## config.mk

```make
export PLATFORM = sky130hd
export DESIGN_NAME = mem_port_sched
export DESIGN_NICKNAME = d
export VERILOG_FILES = /design/src/rtl/mem_sched_pkg.sv /design/src/rtl/mem_port_sched_byte_assembler.sv /design/src/rtl/mem_port_sched.sv
export SDC_FILE = /design/constraint.sdc
export NUM_CORES = 1
export LEC_CHECK = 0
export BUFFER_PORTS_ARGS = -buffer_cell sky130_fd_sc_hd__buf_2
export CORE_AREA = 2 2 130 132
export DETAILED_ROUTE_END_ITERATION = 7
export DIE_AREA = 0 0 132 134
export PLACE_DENSITY = 0.71
export SYNTH_ARGS = -nofsm -noshare
export SYNTH_HDL_FRONTEND = slang
export SYNTH_HIERARCHICAL = 1
export SYNTH_SLANG_ARGS = --single-unit
```

## constraint.sdc

```tcl
create_clock -name clk_in -period 7.2 [get_ports clk_in]
set_input_delay 0.72 -clock clk_in [delete_from_list [all_inputs] [get_ports clk_in]]
set_output_delay 0.72 -clock clk_in [all_outputs]
set_load 0.1 [all_outputs]
```

## src/rtl/mem_sched_pkg.sv

```systemverilog
// Shared types and constants for the byte-serial memory port scheduler.
package mem_sched_pkg;

  typedef enum logic [2:0] {IDLE, RD, RDTAIL, WR, GAP} schedStateT;
  typedef enum logic {FETCH, DATA} grantT;

  localparam logic [2:0] LEN_B  = 3'd1;
  localparam logic [2:0] LEN_H  = 3'd2;
  localparam logic [2:0] LEN_W  = 3'd4;
  localparam logic [1:0] IO_SEL = 2'b11;

  // Any length other than byte or half collapses to a full word.
  function automatic logic [2:0] lenDecode(input logic [2:0] len);
    return (len == LEN_B || len == LEN_H) ? len : LEN_W;
  endfunction

endpackage

```

## src/rtl/mem_port_sched_byte_assembler.sv

```systemverilog
// Little-endian word assembler: clears on a new transfer, inserts one byte per lane.
module byte_assembler (
  input  logic        clk,
  input  logic        rst,
  input  logic        clear,
  input  logic        insert,
  input  logic [1:0]  lane,
  input  logic [7:0]  insByte,
  output logic [31:0] word
);

  logic [31:0] acc;

  // NOTE: reset is sampled on the clock edge, and all state updates use <= so
  // every register sees pre-edge values regardless of statement order.
  always_ff @(posedge clk) begin
    if (rst) begin
      acc <= '0;
    end else if (clear) begin
      acc <= '0;
    end else if (insert) begin
      acc[{lane, 3'b000} +: 8] <= insByte;
    end
  end

  // The word seen by the ports already includes a byte arriving this cycle,
  // so the final byte is visible in the same cycle as the done pulse.
  // NOTE: word gets a full default before the conditional write, so no latch.
  always_comb begin
    word = acc;
    if (insert) word[{lane, 3'b000} +: 8] = insByte;
  end

endmodule

```

## src/rtl/mem_port_sched.sv

```systemverilog
// Shares the 8-bit RAM/IO bus between instruction fetch and data port, byte by byte.
// Build option MEM_PORT_SCHED_IOGAP_EN inserts one idle GAP cycle after I/O writes.
module mem_port_sched #(
  parameter int ADDR_W = 32
`ifdef MEM_PORT_SCHED_IOGAP_EN
  , parameter logic [1:0] IO_SEL = mem_sched_pkg::IO_SEL
`endif
) (
  input  logic              clk_in,
  input  logic              rst_in,
  input  logic              rdy_in,
  input  logic              if_req_in,
  input  logic [ADDR_W-1:0] if_addr_in,
  input  logic              if_abort_in,
  output logic              if_done_out,
  output logic [31:0]       if_data_out,
  input  logic              d_req_in,
  input  logic              d_we_in,
  input  logic [ADDR_W-1:0] d_addr_in,
  input  logic [31:0]       d_wdata_in,
  input  logic [2:0]        d_len_in,
  output logic              d_done_out,
  output logic [31:0]       d_rdata_out,
  output logic              busy_out,
  input  logic [7:0]        ram_din_in,
  output logic [7:0]        ram_dout_out,
  output logic [ADDR_W-1:0] ram_a_out,
  output logic              ram_wr_out
);
  import mem_sched_pkg::*;

  schedStateT        state, nextState;
  grantT             owner;
  logic [ADDR_W-1:0] baseAddr;
  logic [31:0]       wdata;
  logic [2:0]        len;
  logic [1:0]        cnt;
  logic              resume;

  logic        grantFetch, grantData;
  logic [1:0]  lastIdx;
  logic        advance, abortHit, reissue, capture;
  logic [1:0]  capLane;
  logic [31:0] asmWord;
  logic [ADDR_W-1:0] byteAddr;

  assign lastIdx  = 2'(len - 3'd1);
  // A resume cycle re-drives the previous read address because its data was lost during the stall.
  assign advance  = rdy_in && !resume;
  assign abortHit = (owner == FETCH) && if_abort_in && (state == RD || state == RDTAIL);
  assign reissue  = resume && (state == RD);
  assign byteAddr = baseAddr + ADDR_W'(reissue ? cnt - 2'd1 : cnt);

  // Data first, except that a waiting fetch gets the turn after a data grant.
  always_comb begin
    grantFetch = 1'b0;
    grantData  = 1'b0;
    if (state == IDLE && rdy_in) begin
      if (if_req_in && !if_abort_in && (owner == DATA || !d_req_in)) grantFetch = 1'b1;
      else if (d_req_in) grantData = 1'b1;
    end
  end

  always_ff @(posedge clk_in) begin
    if (rst_in) state <= IDLE;
    else        state <= nextState;
  end

  always_comb begin
    nextState = state;
    unique case (state)
      IDLE:   if (grantFetch || grantData) nextState = (grantData && d_we_in) ? WR : RD;
      RD: begin
        if (rdy_in && abortHit)                nextState = IDLE;
        else if (advance && cnt == lastIdx)    nextState = RDTAIL;
      end
      RDTAIL: if (rdy_in && (abortHit || !resume)) nextState = IDLE;
      WR: begin
        if (rdy_in && cnt == lastIdx) begin
`ifdef MEM_PORT_SCHED_IOGAP_EN
          nextState = (baseAddr[17:16] == IO_SEL) ? GAP : IDLE;
`else
          nextState = IDLE;
`endif
        end
      end
      GAP:     if (rdy_in) nextState = IDLE;
      default: nextState = IDLE;
    endcase
  end

  always_ff @(posedge clk_in) begin
    if (rst_in) begin
      owner    <= DATA;
      baseAddr <= '0;
      wdata    <= '0;
      len      <= LEN_W;
      cnt      <= '0;
      resume   <= 1'b0;
    end else begin
      if (grantFetch) begin
        owner    <= FETCH;
        baseAddr <= if_addr_in;
        len      <= LEN_W;
        cnt      <= '0;
      end else if (grantData) begin
        owner    <= DATA;
        baseAddr <= d_addr_in;
        wdata    <= d_wdata_in;
        len      <= lenDecode(d_len_in);
        cnt      <= '0;
      end else if (advance && (state == RD || state == WR) && cnt != lastIdx) begin
        cnt <= cnt + 2'd1;
      end
      // Only a read with a byte in flight loses data while frozen.
      if (!rdy_in) resume <= (state == RD && cnt != 2'd0) || state == RDTAIL;
      else         resume <= 1'b0;
    end
  end

  assign capture = advance && !abortHit && ((state == RD && cnt != 2'd0) || state == RDTAIL);
  assign capLane = (state == RDTAIL) ? cnt : cnt - 2'd1;

  byte_assembler u_asm (
    .clk     (clk_in),
    .rst     (rst_in),
    .clear   (grantFetch || grantData),
    .insert  (capture),
    .lane    (capLane),
    .insByte (ram_din_in),
    .word    (asmWord)
  );

  assign if_data_out = (owner == FETCH) ? asmWord : '0;
  assign d_rdata_out = (owner == DATA)  ? asmWord : '0;

  // Done pulses are decoded from the state register and suppressed while frozen.
  always_comb begin
    ram_a_out    = '0;
    ram_dout_out = '0;
    ram_wr_out   = 1'b0;
    if_done_out  = 1'b0;
    d_done_out   = 1'b0;
    busy_out     = (state != IDLE);
    unique case (state)
      RD:     ram_a_out = byteAddr;
      RDTAIL: begin
        ram_a_out = byteAddr;
        if (advance) begin
          if (owner == FETCH) if_done_out = !if_abort_in;
          else                d_done_out  = 1'b1;
        end
      end
      WR: begin
        ram_a_out    = byteAddr;
        ram_dout_out = wdata[{cnt, 3'b000} +: 8];
        ram_wr_out   = rdy_in;
        d_done_out   = rdy_in && (cnt == lastIdx);
      end
      default: ;
    endcase
  end

endmodule
```

# --- After elaboration in Yosys (flattened, before gate mapping) ---
# Index checks and enable logic that the tools add are counted.
op_classes:
  add_sub_neg: 6
  mul: 0
  div_mod_pow: 0
  magnitude_cmp: 0
  eq_ne: 13
  shifts: 3
  mux: 33
  n_bitwise: 2
  reduce_logical: 39
ops:
  columns: ["cell", "count"]
  rows:
  - ["$mux W32", 7]
  - ["$add A32 B32 Y32", 1]
  - ["$bwmux W32", 1]
  - ["$shift A8 B7 Y32 const A", 1]
  - ["$shiftx A32 B6 Y8", 1]
  - ["$shiftx A8 B7 Y32", 1]
  - ["$mux W3", 6]
  - ["$logic_and A1 B1 Y1", 17]
  - ["$pmux W3 S5", 1]
  - ["$mux W1", 13]
  - ["$eq A3 B2 Y1 const B", 3]
  - ["$mux W8", 1]
  - ["$logic_or A1 B1 Y1", 7]
  - ["$neg A5 Y7", 1]
  - ["$eq A3 B1 Y1 const B", 2]
  - ["$mux W2", 3]
  - ["$ne A2 B1 Y1 const B", 3]
  - ["$reduce_or A2 Y1", 3]
  - ["$reduce_or A3 Y1", 2]
  - ["$reduce_and A5 Y1", 1]
  - ["$logic_not A1 Y1", 4]
  - ["$reduce_bool A2 Y1", 2]
  - ["$sub A2 B1 Y2 const B", 2]
  - ["$eq A3 B3 Y1 const B", 1]
  - ["other kinds (11)", 12]
totals:
  register_bits: 105
  latchBits: 0
  ramBits: 0
  rom_bits: 0
  input_bits: 114
  word_cells: 104
  n_memories: 0

# --- Logic depth before layout (Yosys ltp) ---
logic_depth:
  depth_word: 9
  depth_mapped: 13

# --- Cells and area by module ---
# Netlist, hierarchy kept.
modules_own_cells:
  columns: ["module", "n_inst", "cells_each", "area_each_um2", "seq_area_each_um2"]
  rows:
  - ["mem_port_sched", 1, 774, 5760.5, 1441.4]
  - ["byte_assembler", 1, 164, 1490.2, 640.6]

# --- Worst setup path after synthesis ---
# No wires, ideal clock.
synth_path:
  path_kind: "flip-flop to output port"
  from: "register cnt[0]"
  to: "output ram_a_out[26]"
  t_arrival_ns: 5.538
  setup_slack_ns: 0.942
  stages_incl_launch_ff: 12
  cell_sequence: "dfxtp_1 -> buf_1 -> inv_1 -> ha_1 -> o21ai_0 -> fa_1 -> clkbuf_1 -> or4_1 -> or3_1 -> a211oi_1 -> o22ai_1 -> a211oi_1"
synth_between:
  elab_chain_len: 4
synth_rtl:
  columns: ["item", "line_no", "text"]
  rows:
  - ["from (decl)", "mem_port_sched.sv:37", "logic [1:0] cnt;"]
  - ["from (signal assigned)", "mem_port_sched.sv:113", "cnt <= cnt + 2'd1;"]
  - ["$sub A2 B1 Y3", "mem_port_sched.sv:52", "assign byteAddr = baseAddr + ADDR_W'(reissue ? cnt - 2'd1 : cnt);"]
  - ["$mux W32 *", "mem_port_sched.sv:52", null]
  - ["$add A32 B32 Y32 *", "mem_port_sched.sv:52", null]
  - ["$mux W32 *", "mem_port_sched.sv:145", "unique case (state)"]
  - ["to (decl)", "mem_port_sched.sv:27", "output logic [ADDR_W-1:0] ram_a_out,"]
# Mark *: on every way between the ends. The rest lies on a longest branch, timed or not.

# --- Worst setup path after layout ---
# Same ends and word-level chain as after synthesis.

==> summary.md <==
| Metric | Value |
|---|---|
| Outcome | finished, violations left |
| Failing checks | DRC |
| GR Util All Layers | 0.2487 |
| Post-DP HPWL | 16280 um |
| DR pass1 iterations | 8 |
| Post-DR wirelength/cell | 17.42 um |
| IO Port Bufs | 221 |
| Core area | 0.01629 mm^2 |
| Worst Clk Skew | 0.01058 ns |
| Layout area overhead | 19.17% |
| Setup tns final | 0 ns |
| H-tree Lvls | 3 |
| Pre-CTS WS | 2.193 ns |
| Fin util | 0.5305 |
| Clk root buf | clkbuf_16 |
| Mapped Area | 0.007251 mm^2 |
| I/O Pins | 222 |
| Arrival time at the worst endpoint | 4.62 ns |
| Drt drc | 15 |
| RSZ-0062 raised after global routing | no |
| LEAKAGE | 3.863 nW |
| Critical path peak fanout | 13 |
| Chip Height | 134 um |
| Required time at the worst-slack endpoint | 6.48 ns |
| Setup Viol. Count Final | 0 |
| Worst slew margin | 0.2396 |
| Vias in the first global route | 7101 |
| Main synth FF type | dfxtp_1 |
| Post-synth EDFFs | 0 |
| Chip Width | 132 um |
| PD cells | 207.9 mW/mm^2 |
| Synth unique cells | 79 |
| CTS tree | yes |
| Commonest cells after routing, fill and taps aside | buf_2 (221), dfxtp_1 (103), nand2_1 (102) |
| Fill count | 1609 |
| Detailed Route Iter0 Violations | 937 |
| Global route overflow | 0 |
| Peak VDD IR | 0.1521 mV |
| Register area | 0.002083 mm^2 |
| Num CTS Buffers | 9 |
| Clk slew on worst S/H paths | 0.08 ns |
| Worst setup path class | register to output pin |
| Fin crit share | 0.7417 |
| Tightest Pin Transition | 1.130 ns |
| Yosys reg bits | 104 |
| Largest net degree at the start of global routing | 76 |
| Hold Vio Cnt, Final | 0 |
| ANT nets after route | 0 |
| Net count after synthesis | 1067 |
| Synth async-reset ratio | 0 |
| Crit start category | register |
| Routed wl met2 | 11430 um |
| Part of the Yosys area used for sequential elements | 0.2871 |
| Detailed-route vias per instance | 5.840 |
| Hold WC Path Type | register to register |
| Minimum clock period | 5.340 ns |
| Clk_lat worst skew | 0.34 ns |
| Multi-input logic area | 0.004668 mm^2 |
| CTS resizes | 0 |
| Rows | 47 |
| GPL Wtd Cong | 0.9941 |
| Yosys warning count | 6 |
| Routed wl met3 | 1334 um |
| First-pass GRT wire length | 36210 um |
| Slew Viols, Final | 0 |
| Top sig layer | met4 |
| Max-cap violations | 0 |
| Layout cell share with drive strength beyond 1 | 0.2706 |
| Setup Buffers After CTS | 0 |
| Fmax | 187.3 MHz |
| Die area | 0.01769 mm^2 |
| Final WS setup | 1.860 ns |
| Initial antenna violation count | 1 |
| Mapped Cells | 938 |
| Commonest non-fill, non-tap cell in the layout | buf_2 |
| DRT Wirelength | 22910 um |
| Total clock sinks | 104 |
| Hold Buf Count CTS | 0 |
| Vias | 7680 |
| Net count reported at finish | 1218 |
| Post-synthesis average cell area | 7.730 um^2 |
| Maximum root-to-sink buffer count | 2 |
| Met1 WL | 9725 um |
| Initial Utilization | 0.4451 |
| Critical path endpoint category | output pin |
[metal layers]
layer	vias to the layer above	GRT usage
met1	3612	0.3150
met4	0	0.08877
li1	3694	-
met5	-	0
met2	336	0.4366
met3	38	0.03023
[area by class of cell]
class | count | share of cell area
antenna | 1 | 0.0002896
clock buffer | 10 | 0.02766
clock inverter | 6 | 0.006950
inverter | 35 | 0.01520
multi-input combinational | 708 | 0.5403
sequential | 104 | 0.2411
tap | 220 | 0.03186
timing repair buffer | 231 | 0.1367
[power by group]
part / internal (mW) / switching [mW] / leakage [nW]
Combinational: 0.189 / 0.426 / 2.87
Clock: 0.254 / 0.239 / 0.149
Sequential: 0.611 / 0.0781 / 0.844
[registers in the layout, summed over array words and instances (netlist names)]
| signal | flops |
|---|---|
| len | 2 |
| resume | 1 |
| u_asm/acc | 32 |
| state | 2 |
| wdata | 32 |
| baseAddr | 32 |
| owner | 1 |
| cnt | 2 |
[kinds of logic (layout without fill, tap and decap cells)]
logic type | count (synthesis) | count (layout) | share of synthesized area
other | 0 | 1 | 0
AO/OA/AOI/OAI | 182 | 182 | 0.1945
XOR/XNOR | 20 | 20 | 0.02416
buffers and inverters | 126 | 282 | 0.07092
adder cells (fa/ha/maj) | 16 | 16 | 0.02830
flip-flops | 104 | 104 | 0.2871
AND/OR/NAND/NOR | 461 | 461 | 0.3387
multiplexers | 29 | 29 | 0.05626
[Yosys cell counts, types with 7 or more instances]
master    count  area share
ha_1         14       0.024
and3_1       11      0.0095
nor3_1       16       0.011
or2_2         7      0.0060
mux2_2       10       0.016
o21ai_0      12      0.0083
and3_2        8      0.0083
mux4_2        8       0.025
nor2_1      101       0.052
nand3_1      20       0.014
a22o_1        9       0.011
a21oi_1      45       0.031
buf_1         9      0.0047
a32oi_1      24       0.029
xnor2_1      18       0.022
dfxtp_1     104        0.29
nor2b_1      57       0.049
or4_1         8      0.0083
mux2i_1      10       0.014
and2_1       53       0.046
nor4_1       16       0.014
clkbuf_1     71       0.037
nand2_1     102       0.053
inv_1        35       0.018
nor4b_1      10       0.012
or3_1         7      0.0060
nand4_1      19       0.016
a222oi_1     32       0.044
[metrics by stage]
step | area [um^2] | total power, mW | hold WS (ns) | std cells
final | 8641 | 1.797 | 0.4544 | 1315
after global routing | 8641 | 1.889 | 0.4739 | 1315
after CTS | 8638 | 1.800 | 0.4553 | 1314
after detailed placement | 8339 | 1.307 | 0.4455 | 1298
after global placement | 8339 | 1.305 | 0.4412 | 1298
after floorplan | 7251 | 1.157 | 0.4331 | 938
[critical path: stages (launching register included)]
cell,delay [ns]
dfxtp_1,0.79
inv_1,0.20
ha_1,0.37
o21ai_0,0.17
fa_1,0.60
or4_1,0.51
or3_1,0.34
a211oi_1,0.45
o22ai_1,0.14
a211oi_1,0.24
buf_2,0.46
[worst paths after layout]
kind         cells after the start                        to                    from  slack (ns)
max reg2reg                      8  u_asm/acc[30]$_SDFF_PP0_     cnt[0]$_SDFFE_PP0P_        3.75
max                             10             ram_a_out[26]     cnt[0]$_SDFFE_PP0P_        1.86
min                              2    wdata[18]$_SDFFE_PP0P_  wdata[18]$_SDFFE_PP0P_        0.45
min reg2reg                      2    wdata[18]$_SDFFE_PP0P_  wdata[18]$_SDFFE_PP0P_        0.45
(Power assumes the default switching activity.)
